==> src/rtl/pampy_ctrl_pkg.sv <==
// Shared encodings for the pamPy control bus: FSM states, opcodes, mux/ULA selects.
// Imported by the control unit, the datapath blocks and the bench.
package pampy_ctrl_pkg;

    typedef enum logic [3:0] {
        StInit,
        StFetch,
        StDecode,
        StEx1,
        StEx2,
        StEx3,
        StPc1,
        StPc2,
        StHalt
    } state_e;

    typedef enum logic [3:0] {
        OpcNop,
        OpcLoadConst,
        OpcAdd,
        OpcSub,
        OpcCmp,
        OpcJump,
        OpcPopJump,
        OpcCall,
        OpcReturn,
        OpcUnknown
    } op_class_e;

    localparam logic [7:0] OpNop            = 8'h09;
    localparam logic [7:0] OpLoadConst      = 8'h64;
    localparam logic [7:0] OpBinaryAdd      = 8'h17;
    localparam logic [7:0] OpBinarySubtract = 8'h18;
    localparam logic [7:0] OpCompareOp      = 8'h6B;
    localparam logic [7:0] OpJumpAbsolute   = 8'h71;
    localparam logic [7:0] OpPopJumpIfFalse = 8'h72;
    localparam logic [7:0] OpCallFunction   = 8'h83;
    localparam logic [7:0] OpReturnValue    = 8'h53;

    localparam logic [3:0] UlaAdd     = 4'h0;
    localparam logic [3:0] UlaSub     = 4'h1;
    localparam logic [3:0] UlaCmp     = 4'h8;
    localparam logic [3:0] UlaPassOp1 = 4'hD;
    localparam logic [3:0] UlaZero    = 4'hE;
    localparam logic [3:0] UlaIncOp2  = 4'hF;

    localparam logic [1:0] OpndJumpArg = 2'd0;
    localparam logic [1:0] OpndStack   = 2'd1;
    localparam logic [1:0] OpndPc      = 2'd2;

    localparam logic PcFromUla  = 1'b0;
    localparam logic PcFromFunc = 1'b1;

    localparam logic [1:0] StkFromArg = 2'd0;
    localparam logic [1:0] StkFromRet = 2'd2;
    localparam logic [1:0] StkFromUla = 2'd3;

    localparam logic [1:0] StkHold = 2'b00;
    localparam logic [1:0] StkPush = 2'b01;
    localparam logic [1:0] StkPop  = 2'b10;

    localparam logic TosInc     = 1'b0;
    localparam logic TosDec     = 1'b1;
    localparam logic FuncTosInc = 1'b0;
    localparam logic FuncTosDec = 1'b1;

    // Number of execute states (EX1..EX3) each opcode class needs.
    function automatic logic [1:0] op_ex_len(op_class_e op);
        case (op)
            OpcLoadConst, OpcJump, OpcPopJump, OpcCall: return 2'd1;
            OpcAdd, OpcSub, OpcCmp, OpcReturn:          return 2'd3;
            default:                                    return 2'd0;
        endcase
    endfunction

endpackage

==> src/rtl/pampy_control_unit_if.sv <==
// Datapath control bus between the pamPy control unit (master) and blocks 1-4 (slave).
interface pampy_control_unit_if #(
    parameter int unsigned DATA_WIDTH = 8
);
    logic [DATA_WIDTH-1:0] REG_INSTR_IN;
    logic                  REG_COMP_IN;
    logic                  REG_OVERFLOW_IN;

    logic [1:0] SEL_MUX_OP1;
    logic [1:0] SEL_MUX_OP2;
    logic       CTRL_REG_OP1;
    logic       CTRL_REG_OP2;
    logic [3:0] SEL_ULA;
    logic       CTRL_REG_INSTR;
    logic       CTRL_REG_ARG;
    logic       CTRL_REG_JUMP;
    logic       CTRL_REG_PC;
    logic       SEL_MUX_PC;
    logic       CTRL_STACK_FUNCTION;
    logic       CTRL_REG_TOS_FUNCTION;
    logic       SEL_SOMADOR_SUBTRATOR;
    logic       CTRL_REG_DATA_RETURN;
    logic [1:0] SEL_MUX_STACK;
    logic [1:0] CTRL_REG_STACK;
    logic       CTRL_STACK;
    logic       CTRL_REG_TOS;
    logic       SEL_MUX_TOS;
    logic [1:0] CTRL_REG_MEM_EXT;
    logic       CTRL_MEM_EXT;
    logic       CTRL_REG_ADDR;
    logic       HALTED;

    modport master (
        input  REG_INSTR_IN, REG_COMP_IN, REG_OVERFLOW_IN,
        output SEL_MUX_OP1, SEL_MUX_OP2, CTRL_REG_OP1, CTRL_REG_OP2, SEL_ULA,
               CTRL_REG_INSTR, CTRL_REG_ARG, CTRL_REG_JUMP, CTRL_REG_PC, SEL_MUX_PC,
               CTRL_STACK_FUNCTION, CTRL_REG_TOS_FUNCTION, SEL_SOMADOR_SUBTRATOR,
               CTRL_REG_DATA_RETURN, SEL_MUX_STACK, CTRL_REG_STACK, CTRL_STACK,
               CTRL_REG_TOS, SEL_MUX_TOS, CTRL_REG_MEM_EXT, CTRL_MEM_EXT, CTRL_REG_ADDR,
               HALTED
    );

    modport slave (
        output REG_INSTR_IN, REG_COMP_IN, REG_OVERFLOW_IN,
        input  SEL_MUX_OP1, SEL_MUX_OP2, CTRL_REG_OP1, CTRL_REG_OP2, SEL_ULA,
               CTRL_REG_INSTR, CTRL_REG_ARG, CTRL_REG_JUMP, CTRL_REG_PC, SEL_MUX_PC,
               CTRL_STACK_FUNCTION, CTRL_REG_TOS_FUNCTION, SEL_SOMADOR_SUBTRATOR,
               CTRL_REG_DATA_RETURN, SEL_MUX_STACK, CTRL_REG_STACK, CTRL_STACK,
               CTRL_REG_TOS, SEL_MUX_TOS, CTRL_REG_MEM_EXT, CTRL_MEM_EXT, CTRL_REG_ADDR,
               HALTED
    );
endinterface

==> src/rtl/pampy_opcode_decode.sv <==
// Opcode classifier: maps the raw bytecode to a class, execute length and jump flag.
module pampy_opcode_decode
    import pampy_ctrl_pkg::*;
#(
    parameter int unsigned DATA_WIDTH = 8
) (
    input  logic [DATA_WIDTH-1:0] opcode,
    output op_class_e             op_class,
    output logic                  known,
    output logic [1:0]            ex_len,
    output logic                  is_jump
);

    always_comb begin
        op_class = OpcUnknown;
        if      (opcode == DATA_WIDTH'(OpNop))            op_class = OpcNop;
        else if (opcode == DATA_WIDTH'(OpLoadConst))      op_class = OpcLoadConst;
        else if (opcode == DATA_WIDTH'(OpBinaryAdd))      op_class = OpcAdd;
        else if (opcode == DATA_WIDTH'(OpBinarySubtract)) op_class = OpcSub;
        else if (opcode == DATA_WIDTH'(OpCompareOp))      op_class = OpcCmp;
        else if (opcode == DATA_WIDTH'(OpJumpAbsolute))   op_class = OpcJump;
        else if (opcode == DATA_WIDTH'(OpPopJumpIfFalse)) op_class = OpcPopJump;
        else if (opcode == DATA_WIDTH'(OpCallFunction))   op_class = OpcCall;
        else if (opcode == DATA_WIDTH'(OpReturnValue))    op_class = OpcReturn;
    end

    assign known   = (op_class != OpcUnknown);
    assign ex_len  = op_ex_len(op_class);
    assign is_jump = (op_class == OpcJump) || (op_class == OpcPopJump) || (op_class == OpcCall);

endmodule

==> src/rtl/pampy_control_unit.sv <==
// Multi-cycle control FSM for the pamPy bytecode datapath: fetch, decode, up to three
// execute steps, then a two-step PC update through the ULA.
module pampy_control_unit
    import pampy_ctrl_pkg::*;
#(
    parameter int unsigned DATA_WIDTH = 8
) (
    input logic                  clk,
    input logic                  reset,
    pampy_control_unit_if.master bus
);

    state_e    state_q, state_d;
    logic      taken_q, taken_d;
    op_class_e op_class;
    logic      known;
    logic [1:0] ex_len;
    logic      is_jump;

    logic       do_push;
    logic       do_pop;
    logic [1:0] push_src;

    pampy_opcode_decode #(
        .DATA_WIDTH (DATA_WIDTH)
    ) u_decode (
        .opcode   (bus.REG_INSTR_IN),
        .op_class (op_class),
        .known    (known),
        .ex_len   (ex_len),
        .is_jump  (is_jump)
    );

    always_ff @(posedge clk) begin
        if (reset) begin
            state_q <= StInit;
            taken_q <= 1'b0;
        end else begin
            state_q <= state_d;
            taken_q <= taken_d;
        end
    end

    always_comb begin
        state_d  = state_q;
        taken_d  = taken_q;
        do_push  = 1'b0;
        do_pop   = 1'b0;
        push_src = StkFromArg;

        bus.SEL_MUX_OP1           = 2'd0;
        bus.SEL_MUX_OP2           = 2'd0;
        bus.CTRL_REG_OP1          = 1'b0;
        bus.CTRL_REG_OP2          = 1'b0;
        bus.SEL_ULA               = 4'h0;
        bus.CTRL_REG_INSTR        = 1'b0;
        bus.CTRL_REG_ARG          = 1'b0;
        bus.CTRL_REG_JUMP         = 1'b0;
        bus.CTRL_REG_PC           = 1'b0;
        bus.SEL_MUX_PC            = 1'b0;
        bus.CTRL_STACK_FUNCTION   = 1'b0;
        bus.CTRL_REG_TOS_FUNCTION = 1'b0;
        bus.SEL_SOMADOR_SUBTRATOR = 1'b0;
        bus.CTRL_REG_DATA_RETURN  = 1'b0;
        bus.SEL_MUX_STACK         = 2'd0;
        bus.CTRL_REG_STACK        = StkHold;
        bus.CTRL_STACK            = 1'b0;
        bus.CTRL_REG_TOS          = 1'b0;
        bus.SEL_MUX_TOS           = 1'b0;
        bus.CTRL_REG_MEM_EXT      = 2'b00;
        bus.CTRL_MEM_EXT          = 1'b0;
        bus.CTRL_REG_ADDR         = 1'b0;
        bus.HALTED                = 1'b0;

        case (state_q)
            StInit: begin
                bus.SEL_ULA     = UlaZero;
                bus.CTRL_REG_PC = 1'b1;
                bus.SEL_MUX_PC  = PcFromUla;
                state_d         = StFetch;
            end
            StFetch: begin
                bus.CTRL_REG_INSTR = 1'b1;
                bus.CTRL_REG_ARG   = 1'b1;
                taken_d            = 1'b0;
                state_d            = StDecode;
            end
            StDecode: begin
                if (!known)             state_d = StHalt;
                else if (ex_len == 2'd0) state_d = StPc1;
                else                    state_d = StEx1;
            end
            StEx1: begin
                case (op_class)
                    OpcLoadConst: begin
                        do_push  = 1'b1;
                        push_src = StkFromArg;
                    end
                    OpcAdd, OpcSub, OpcCmp: begin
                        bus.SEL_MUX_OP2  = OpndStack;
                        bus.CTRL_REG_OP2 = 1'b1;
                        do_pop           = 1'b1;
                    end
                    OpcJump: bus.CTRL_REG_JUMP = 1'b1;
                    OpcPopJump: begin
                        bus.CTRL_REG_JUMP = 1'b1;
                        do_pop            = 1'b1;
                    end
                    OpcCall: begin
                        bus.CTRL_STACK_FUNCTION   = 1'b1;
                        bus.CTRL_REG_TOS_FUNCTION = 1'b1;
                        bus.SEL_SOMADOR_SUBTRATOR = FuncTosInc;
                        bus.CTRL_REG_JUMP         = 1'b1;
                    end
                    OpcReturn: begin
                        bus.CTRL_REG_DATA_RETURN = 1'b1;
                        do_pop                   = 1'b1;
                    end
                    default: ;
                endcase
                // The conditional jump is decided here, while the compare flag still
                // reflects the COMPARE_OP that preceded it.
                taken_d = is_jump && !((op_class == OpcPopJump) && bus.REG_COMP_IN);
                state_d = (ex_len == 2'd1) ? StPc1 : StEx2;
            end
            StEx2: begin
                case (op_class)
                    OpcAdd, OpcSub, OpcCmp: begin
                        bus.SEL_MUX_OP1  = OpndStack;
                        bus.CTRL_REG_OP1 = 1'b1;
                        do_pop           = 1'b1;
                    end
                    OpcReturn: begin
                        bus.CTRL_REG_TOS_FUNCTION = 1'b1;
                        bus.SEL_SOMADOR_SUBTRATOR = FuncTosDec;
                        bus.CTRL_REG_PC           = 1'b1;
                        bus.SEL_MUX_PC            = PcFromFunc;
                    end
                    default: ;
                endcase
                state_d = (ex_len == 2'd2) ? StPc1 : StEx3;
            end
            StEx3: begin
                state_d = StPc1;
                case (op_class)
                    OpcAdd, OpcSub, OpcCmp: begin
                        if (op_class == OpcAdd)      bus.SEL_ULA = UlaAdd;
                        else if (op_class == OpcSub) bus.SEL_ULA = UlaSub;
                        else                         bus.SEL_ULA = UlaCmp;
                        do_push  = 1'b1;
                        push_src = StkFromUla;
                        // Overflow still lets the result be written, then stops the machine.
                        if (op_class != OpcCmp && bus.REG_OVERFLOW_IN) state_d = StHalt;
                    end
                    OpcReturn: begin
                        do_push  = 1'b1;
                        push_src = StkFromRet;
                    end
                    default: ;
                endcase
            end
            StPc1: begin
                if (taken_q) begin
                    bus.SEL_MUX_OP1  = OpndJumpArg;
                    bus.CTRL_REG_OP1 = 1'b1;
                end else begin
                    bus.SEL_MUX_OP2  = OpndPc;
                    bus.CTRL_REG_OP2 = 1'b1;
                end
                state_d = StPc2;
            end
            StPc2: begin
                bus.SEL_ULA     = taken_q ? UlaPassOp1 : UlaIncOp2;
                bus.CTRL_REG_PC = 1'b1;
                bus.SEL_MUX_PC  = PcFromUla;
                state_d         = StFetch;
            end
            StHalt: begin
                bus.HALTED = 1'b1;
            end
            default: state_d = StInit;
        endcase

        if (do_push) begin
            bus.SEL_MUX_STACK  = push_src;
            bus.CTRL_REG_STACK = StkPush;
            bus.CTRL_STACK     = 1'b1;
            bus.CTRL_REG_TOS   = 1'b1;
            bus.SEL_MUX_TOS    = TosInc;
        end else if (do_pop) begin
            bus.CTRL_REG_STACK = StkPop;
            bus.CTRL_REG_TOS   = 1'b1;
            bus.SEL_MUX_TOS    = TosDec;
        end
    end

endmodule

==> src/flat_wrapper.sv <==
// flat-port wrapper written by rule: the top's interface ports become plain ports
module pampy_control_unit_flat import pampy_ctrl_pkg::*;
#(
    parameter int unsigned DATA_WIDTH = 8
)
  (clk, reset, bus_REG_INSTR_IN, bus_REG_COMP_IN, bus_REG_OVERFLOW_IN, bus_SEL_MUX_OP1, bus_SEL_MUX_OP2, bus_CTRL_REG_OP1, bus_CTRL_REG_OP2, bus_SEL_ULA, bus_CTRL_REG_INSTR, bus_CTRL_REG_ARG, bus_CTRL_REG_JUMP, bus_CTRL_REG_PC, bus_SEL_MUX_PC, bus_CTRL_STACK_FUNCTION, bus_CTRL_REG_TOS_FUNCTION, bus_SEL_SOMADOR_SUBTRATOR, bus_CTRL_REG_DATA_RETURN, bus_SEL_MUX_STACK, bus_CTRL_REG_STACK, bus_CTRL_STACK, bus_CTRL_REG_TOS, bus_SEL_MUX_TOS, bus_CTRL_REG_MEM_EXT, bus_CTRL_MEM_EXT, bus_CTRL_REG_ADDR, bus_HALTED);
  pampy_control_unit_if #(.DATA_WIDTH(DATA_WIDTH)) bus_i ();
  input logic clk;
  input logic reset;
  input wire logic [$bits(bus_i.REG_INSTR_IN)-1:0] bus_REG_INSTR_IN;
  input wire logic [$bits(bus_i.REG_COMP_IN)-1:0] bus_REG_COMP_IN;
  input wire logic [$bits(bus_i.REG_OVERFLOW_IN)-1:0] bus_REG_OVERFLOW_IN;
  output wire logic [$bits(bus_i.SEL_MUX_OP1)-1:0] bus_SEL_MUX_OP1;
  output wire logic [$bits(bus_i.SEL_MUX_OP2)-1:0] bus_SEL_MUX_OP2;
  output wire logic [$bits(bus_i.CTRL_REG_OP1)-1:0] bus_CTRL_REG_OP1;
  output wire logic [$bits(bus_i.CTRL_REG_OP2)-1:0] bus_CTRL_REG_OP2;
  output wire logic [$bits(bus_i.SEL_ULA)-1:0] bus_SEL_ULA;
  output wire logic [$bits(bus_i.CTRL_REG_INSTR)-1:0] bus_CTRL_REG_INSTR;
  output wire logic [$bits(bus_i.CTRL_REG_ARG)-1:0] bus_CTRL_REG_ARG;
  output wire logic [$bits(bus_i.CTRL_REG_JUMP)-1:0] bus_CTRL_REG_JUMP;
  output wire logic [$bits(bus_i.CTRL_REG_PC)-1:0] bus_CTRL_REG_PC;
  output wire logic [$bits(bus_i.SEL_MUX_PC)-1:0] bus_SEL_MUX_PC;
  output wire logic [$bits(bus_i.CTRL_STACK_FUNCTION)-1:0] bus_CTRL_STACK_FUNCTION;
  output wire logic [$bits(bus_i.CTRL_REG_TOS_FUNCTION)-1:0] bus_CTRL_REG_TOS_FUNCTION;
  output wire logic [$bits(bus_i.SEL_SOMADOR_SUBTRATOR)-1:0] bus_SEL_SOMADOR_SUBTRATOR;
  output wire logic [$bits(bus_i.CTRL_REG_DATA_RETURN)-1:0] bus_CTRL_REG_DATA_RETURN;
  output wire logic [$bits(bus_i.SEL_MUX_STACK)-1:0] bus_SEL_MUX_STACK;
  output wire logic [$bits(bus_i.CTRL_REG_STACK)-1:0] bus_CTRL_REG_STACK;
  output wire logic [$bits(bus_i.CTRL_STACK)-1:0] bus_CTRL_STACK;
  output wire logic [$bits(bus_i.CTRL_REG_TOS)-1:0] bus_CTRL_REG_TOS;
  output wire logic [$bits(bus_i.SEL_MUX_TOS)-1:0] bus_SEL_MUX_TOS;
  output wire logic [$bits(bus_i.CTRL_REG_MEM_EXT)-1:0] bus_CTRL_REG_MEM_EXT;
  output wire logic [$bits(bus_i.CTRL_MEM_EXT)-1:0] bus_CTRL_MEM_EXT;
  output wire logic [$bits(bus_i.CTRL_REG_ADDR)-1:0] bus_CTRL_REG_ADDR;
  output wire logic [$bits(bus_i.HALTED)-1:0] bus_HALTED;
  assign bus_i.REG_INSTR_IN = bus_REG_INSTR_IN;
  assign bus_i.REG_COMP_IN = bus_REG_COMP_IN;
  assign bus_i.REG_OVERFLOW_IN = bus_REG_OVERFLOW_IN;
  assign bus_SEL_MUX_OP1 = bus_i.SEL_MUX_OP1;
  assign bus_SEL_MUX_OP2 = bus_i.SEL_MUX_OP2;
  assign bus_CTRL_REG_OP1 = bus_i.CTRL_REG_OP1;
  assign bus_CTRL_REG_OP2 = bus_i.CTRL_REG_OP2;
  assign bus_SEL_ULA = bus_i.SEL_ULA;
  assign bus_CTRL_REG_INSTR = bus_i.CTRL_REG_INSTR;
  assign bus_CTRL_REG_ARG = bus_i.CTRL_REG_ARG;
  assign bus_CTRL_REG_JUMP = bus_i.CTRL_REG_JUMP;
  assign bus_CTRL_REG_PC = bus_i.CTRL_REG_PC;
  assign bus_SEL_MUX_PC = bus_i.SEL_MUX_PC;
  assign bus_CTRL_STACK_FUNCTION = bus_i.CTRL_STACK_FUNCTION;
  assign bus_CTRL_REG_TOS_FUNCTION = bus_i.CTRL_REG_TOS_FUNCTION;
  assign bus_SEL_SOMADOR_SUBTRATOR = bus_i.SEL_SOMADOR_SUBTRATOR;
  assign bus_CTRL_REG_DATA_RETURN = bus_i.CTRL_REG_DATA_RETURN;
  assign bus_SEL_MUX_STACK = bus_i.SEL_MUX_STACK;
  assign bus_CTRL_REG_STACK = bus_i.CTRL_REG_STACK;
  assign bus_CTRL_STACK = bus_i.CTRL_STACK;
  assign bus_CTRL_REG_TOS = bus_i.CTRL_REG_TOS;
  assign bus_SEL_MUX_TOS = bus_i.SEL_MUX_TOS;
  assign bus_CTRL_REG_MEM_EXT = bus_i.CTRL_REG_MEM_EXT;
  assign bus_CTRL_MEM_EXT = bus_i.CTRL_MEM_EXT;
  assign bus_CTRL_REG_ADDR = bus_i.CTRL_REG_ADDR;
  assign bus_HALTED = bus_i.HALTED;
  pampy_control_unit #(.DATA_WIDTH(DATA_WIDTH)) u_core (.clk(clk), .reset(reset), .bus(bus_i));
endmodule
==> config.mk <==
export PLATFORM = sky130hd
export DESIGN_NAME = pampy_control_unit_flat
export DESIGN_NICKNAME = d
export VERILOG_FILES = /design/src/rtl/pampy_ctrl_pkg.sv /design/src/rtl/pampy_control_unit_if.sv /design/src/rtl/pampy_opcode_decode.sv /design/src/rtl/pampy_control_unit.sv /design/src/flat_wrapper.sv
export SDC_FILE = /design/constraint.sdc
export NUM_CORES = 1
export LEC_CHECK = 0
export BUFFER_PORTS_ARGS = -buffer_cell sky130_fd_sc_hd__buf_4
export CAP_MARGIN = 25
export CORE_UTILIZATION = 45
export DETAILED_ROUTE_END_ITERATION = 8
export GPL_TIMING_DRIVEN = 0
export PLACE_DENSITY = 0.89
export SYNTH_ARGS = -nofsm -noshare
export SYNTH_HDL_FRONTEND = slang
export SYNTH_SLANG_ARGS = --single-unit
==> constraint.sdc <==
create_clock -name clk -period 3 [get_ports clk]
set_input_delay 0.75 -clock clk [delete_from_list [all_inputs] [get_ports clk]]
set_output_delay 0.75 -clock clk [all_outputs]
set_load 0.03 [all_outputs]
Word-level counts from Yosys, hierarchy flattened
Memories as Yosys holds them, arrays and structs flattened.
Index checks and enable logic that the tools add are counted.
{"block": "totals", "reg_bits": 5, "romBits": 32, "inputBits": 12, "out_inout_bits": 31, "elab_cells": 102, "n_memories": 1}
{"name": "(name not given)", "words": 16, "width": 2, "read_ports": 1, "rd_clocked_by_memory_dff": 0, "wr": 0, "line_no": "pampy_ctrl_pkg.sv:69", "source": "case (op)"}
{"block": "op_classes", "eq_ne": 29, "n_mux": 56, "reduce_logical": 14}
{"op": "$mux 4", "count": 14}
{"op": "$eq 8x7->1 const B", "count": 5}
{"op": "$eq 4x3->1 const B", "count": 8}
{"op": "$pmux 4 s8", "count": 1}
{"op": "$mux 1", "count": 21}
{"op": "$mux 2", "count": 9}
{"op": "$eq 4x2->1 const B", "count": 4}
{"op": "$eq 8x5->1 const B", "count": 2}
{"op": "$pmux 1 s2", "count": 7}
{"op": "$pmux 4 s3", "count": 1}
{"op": "$eq 4x1->1 const B", "count": 2}
{"op": "$eq 4x4->1 const B", "count": 2}
{"op": "$eq 8x4->1 const B", "count": 1}
{"op": "$eq 8x8->1 const B", "count": 1}
{"op": "$pmux 2 s2", "count": 2}
{"op": "$reduce_or 3->1", "count": 2}
{"op": "$reduce_or 5->1", "count": 1}
{"op": "$logic_not 4->1", "count": 1}
{"op": "$ne 4x3->1 const B", "count": 1}
{"op": "$ne 4x4->1 const B", "count": 1}
{"op": "$reduce_or 4->1", "count": 1}
{"op": "$logic_and 1x1->1", "count": 3}
{"op": "$mux 3", "count": 1}
{"op": "$eq 2x1->1 const B", "count": 1}
{"op": "other kinds (6)", "count": 7}

Longest topological paths before layout
{"block": "depth", "depth_word": 16, "depth_mapped": 7, "mapped_depth_nobuf": 5}

Cells and area by module
Synthesis repeated with hierarchy kept, for this count alone.
{"block": "unflattened", "cells_unflattened": 134, "area_unflattened_um2": 989.7}
{"module": "pampy_control_unit", "instances": 1, "cells_per_inst": 101, "area_each_um2": 718.2, "seq_area_each_um2": 100.1}
{"module": "pampy_opcode_decode", "instances": 1, "cells_per_inst": 33, "area_each_um2": 271.5, "seq_area_each_um2": 0.0}

Worst setup path before layout
OpenSTA, ideal clock, no wires.
{"block": "synth_path", "path_type": "input to output", "from": "in bus_REG_INSTR_IN[6]", "to": "out bus_CTRL_REG_TOS", "t_arrival_ps": 2698, "t_required_ps": 2250, "path_slack_ps": -448, "cell_stages": 6, "n_path_buf": 1, "cell_sequence": "clkbuf_2 -> xnor2_1 -> or4_1 -> a31oi_1 -> a31o_2 -> o21bai_1"}
{"block": "synth_between", "elab_chain_len": 16, "elab_cells_between_ends": 35, "classes_between": "eq/ne (15); mux (17); reduce/logical (3)"}
{"element": "from (decl)", "line_no": "flat_wrapper.sv:10", "source": "input wire logic [$bits(bus_i.REG_INSTR_IN)-1:0] bus_REG_INSTR_IN;"}
{"element": "$eq 8x7->1", "line_no": "pampy_opcode_decode.sv:24", "source": "else if (opcode == DATA_WIDTH'(OpReturnValue)) op_class = OpcReturn;"}
{"element": "$mux 1", "line_no": "pampy_opcode_decode.sv:24"}
{"element": "$mux 4", "line_no": "pampy_opcode_decode.sv:23", "source": "else if (opcode == DATA_WIDTH'(OpCallFunction)) op_class = OpcCall;"}
{"element": "$mux 4", "line_no": "pampy_opcode_decode.sv:22", "source": "else if (opcode == DATA_WIDTH'(OpPopJumpIfFalse)) op_class = OpcPopJump;"}
{"element": "$mux 4", "line_no": "pampy_opcode_decode.sv:21", "source": "else if (opcode == DATA_WIDTH'(OpJumpAbsolute)) op_class = OpcJump;"}
{"element": "$mux 4", "line_no": "pampy_opcode_decode.sv:20", "source": "else if (opcode == DATA_WIDTH'(OpCompareOp)) op_class = OpcCmp;"}
{"element": "$mux 4", "line_no": "pampy_opcode_decode.sv:19", "source": "else if (opcode == DATA_WIDTH'(OpBinarySubtract)) op_class = OpcSub;"}
{"element": "$mux 4", "line_no": "pampy_opcode_decode.sv:18", "source": "else if (opcode == DATA_WIDTH'(OpBinaryAdd)) op_class = OpcAdd;"}
{"element": "$mux 4", "line_no": "pampy_opcode_decode.sv:17", "source": "else if (opcode == DATA_WIDTH'(OpLoadConst)) op_class = OpcLoadConst;"}
{"element": "$mux 4 *", "line_no": "pampy_opcode_decode.sv:16", "source": "if (opcode == DATA_WIDTH'(OpNop)) op_class = OpcNop;"}
{"element": "$eq 4x4->1, or another cell as far along", "line_no": "pampy_control_unit.sv:94, pampy_control_unit.sv:145"}
{"element": "$reduce_or 5->1 (no line) or $reduce_or 3->1 (tied branches)"}
{"element": "$mux 1, on equally long branches", "line_no": "pampy_control_unit.sv:94, pampy_control_unit.sv:127"}
{"element": "$pmux 1 s2", "line_no": "pampy_control_unit.sv:75", "source": "case (state_q)"}
{"element": "$mux 1", "line_no": "pampy_control_unit.sv:190", "source": "end else if (do_pop) begin"}
{"element": "$mux 1 *", "line_no": "pampy_control_unit.sv:184", "source": "if (do_push) begin"}
{"element": "to (decl)", "line_no": "flat_wrapper.sv:30", "source": "output wire logic [$bits(bus_i.CTRL_REG_TOS)-1:0] bus_CTRL_REG_TOS;"}
Mark *: on every way between the ends. The rest lies on a longest branch, timed or not.

Worst setup path after layout
{"block": "layout_path", "from": "in bus_REG_INSTR_IN[7]", "to": "out bus_CTRL_REG_TOS"}
The elaborated chain is that of the path after synthesis.

==> out/metrics.yaml <==
logic_synthesis:
  synth_area_leader_cell: "dfxtp_1"
  ys_ff_latch: 5
  synthDistinctLibCells: 51
  synth_top_family_by_area: "simple AND/OR/NAND/NOR gates"
  yosysSeqAreaShare_pct: 11.1
  avgSynthCellArea_sq_um: 6.99
  synth-compound-area-share_pct: 25.8
  synth_cells: 129
  ys.flop_type: "dfxtp_1"
  synthAdderAreaFrac_pct: 0
  synth_xor_area_share_pct: 0.971
  synthMuxAreaShare_pct: 0
  netlist.area_leader.share_pct: 11.1
  synth_area_leaders: "dfxtp_1 11%, buf_4 9.2%, nor2_1 5.4%, nand2_1 4.2%, nor4b_1 3.9%"
  yosys.area_share.simple_pct: 45.4
  netlist_area_sq_um: 902
  async_reset_ff_share_pct: 0
  ys_warn_count: 0
  synth_edf_count: 0
global_route:
  grt_antenna_before_repair: 0
  grt_max_degree: 11
  grt.total_usage_pct: 26.6
  first_global_vias: 976
  grt_pass1_wl_um: 4290
  grt.overflow.total: 0
clock_tree:
  cts_tree: "built"
  cts_root_buffer: "clkbuf_4"
  worst_skew_pair.late_latency_ps: 240
  cts.clk_slew.worst_paths_ps: 40
  cts_made_buffers: 3
  h-tree-depth: 1
  cts.sinks: 5
  clock_path_buffers: 2
  cts_hold_repair.buffers: 0
placement:
  placed_area_sq_um: 1260
  post-place-ws_ps: -219
  port_buffers: 35
  place_hpwl_um: 1940
  gp_congestion: 0.949
worst_setup_path:
  cp_data_arrival_time_ps: 2280
  start_kind: "input pin"
  crit_family: "simple AND/OR/NAND/NOR gates"
  path_cells: "buf_8 > nand4b_1 > or4_4 > a31oi_4 > a31o_4 > o21bai_4 > buf_6"
  cp_num_buf_inv: 2
  cp-end-kind: "output pin"
  critPathRequiredTime_ps: 2250
  slowest_delay_ps: 610
  cp_slowest_cell: "or4_4"
  r2r_slack_ps: 1370
  critical_path_class: "input pin to output pin"
  crit_path_max_fanout: 4
sta:
  finalCriticalPeriod_ps: 3030
  clock_skew_ps: 3.12
  setup_tns_ps: -25.2
  setup_viol: 1
  fmax_mhz: 331
  drv_slew: 0
  fin_ws_ps: -25.2
  rsz0062_at_grt: "yes"
  fin_crit_sh_pct: 101
  hold_viol_final: 0
routing:
  wl_um: 3130
  wl_per_cell_um: 15.0
  first_pass_iters: 5
  drc_errors: 0
  vias: 1254
  ant_nets: 0
  drtIter0Drc: 79
  detail_route.vias_per_cell: 6.00
floorplan:
  initial_utilization_pct: 50.1
  die_h_um: 46.8
  rows: 15
  io_pins: 43
  die_area_sq_um: 2190
  coreArea_sq_um: 1800
  die_w_um: 46.8
outcome:
  outcome: "complete, but fails checks"
  violations: "negative setup slack"
pwr:
  p_clk_share_pct: 16.8
  power.density_nw_per_um2: 301
  intPower_uw: 241
  vdd_ir_drop_max_mv: 0.534
  power.share.combinational_pct: 66.2
  swShare_pct: 47.3
  p_sw_uw: 216
  seq_power_share_pct: 17.0
  cellLeakagePower_uw: 0.000651
worst_hold_path:
  hold_path_class: "register to register"
layout:
  nNetsFinal: 197
  final_common_cell: "buf_4"
  drive_gt1_share_pct: 46.2
  final_util_pct: 84.3
  area_delta_synth_final_pct: 68.4
  finish.instance_area_sq_um: 1520
  mostFrequentLayoutCells: "45 x buf_4, 14 x buf_6, 12 x nor2_1"
  diodes: 0
job:
  maxCapViolCount: 0
## worst reg2reg max path, stage by stage (launching register included)
cell and delay [ps]:
dfxtp_1 320, clkbuf_1 350, nor2_1 180, and3_1 210
nor4_1 280, o32ai_1 160
## stage by stage
stage	instances	power (uW)	hold WS, ps
2_1_floorplan	133	269	455
3_3_place_gp	193	346	473
3_5_place_dp	193	350	486
4_1_cts	204	438	492
5_1_grt	209	483	532
6_report	209	458	493
## power by group through the flow
stage                     clock, uW  combinational (uW)  sequential (uW)
after floorplan                   0                 191             78.2
after global placement            0                 267             78.5
after detailed placement          0                 271             78.9
after CTS                      78.7                 282             77.7
after global routing           83.4                 322             78.3
final                          77.1                 303             77.7
## layer usage
metal	up-vias	track usage (%)	routed length, um
met3	11	6.54	343
met1	560	33.6	1210
met4	0	5.14	57
met2	102	46.1	1510
met5	-	0	0
li1	581	-	-
## area by class of cell
type | instances | area, sq um
plain buffers | 18 | 144
clock buffers | 4 | 26.3
fillers | 99 | 283
inverters | 6 | 22.5
multi-input cells | 103 | 777
flip-flops and latches | 5 | 100
well taps | 25 | 31.3
repair buffers | 48 | 418
## sequential cells by signal, summed over array words and instances (netlist names)
signal and flops:
u_core.taken_q 1, u_core.state_q 4
## kinds of logic after synthesis
group | count (synthesis)
xor+xnor | 1
buf+inv | 25
simple gates | 65
compound gates | 32
other cells | 1
flops | 5
## Yosys cell counts, drive strengths merged (3+ instances only)
cell type,instances
nor3b,3
nor3,4
nor4b,6
a31oi,3
a211oi,4
and4b,3
nand2,10
o21ai,3
buf,15
nor2b,3
nand3,4
dfxtp,5
nor2,13
clkbuf,4
inv,6
nand4b,3
a21oi,6
## timing repair
action / 4_1_cts / 5_1_grt
gates cloned: 0 / 0
gates resized for setup: 13 / 17
endpoints found under the setup margin: 5 / 6
setup buffers: 8 / 5
pin swaps: 5 / 6
## final timing paths
check	startpoint	to	depth (start not counted)
setup / recovery	bus_REG_INSTR_IN[7]	bus_CTRL_REG_TOS	7
hold / removal	u_core.taken_q$_SDFFE_PP0P_	u_core.taken_q$_SDFFE_PP0P_	2
setup reg to reg	u_core.state_q[0]$_SDFFE_PP0N_	u_core.state_q[1]$_SDFFE_PP0N_	5
hold reg to reg	u_core.taken_q$_SDFFE_PP0P_	u_core.taken_q$_SDFFE_PP0P_	2
Power figures use the tool's default switching activity.
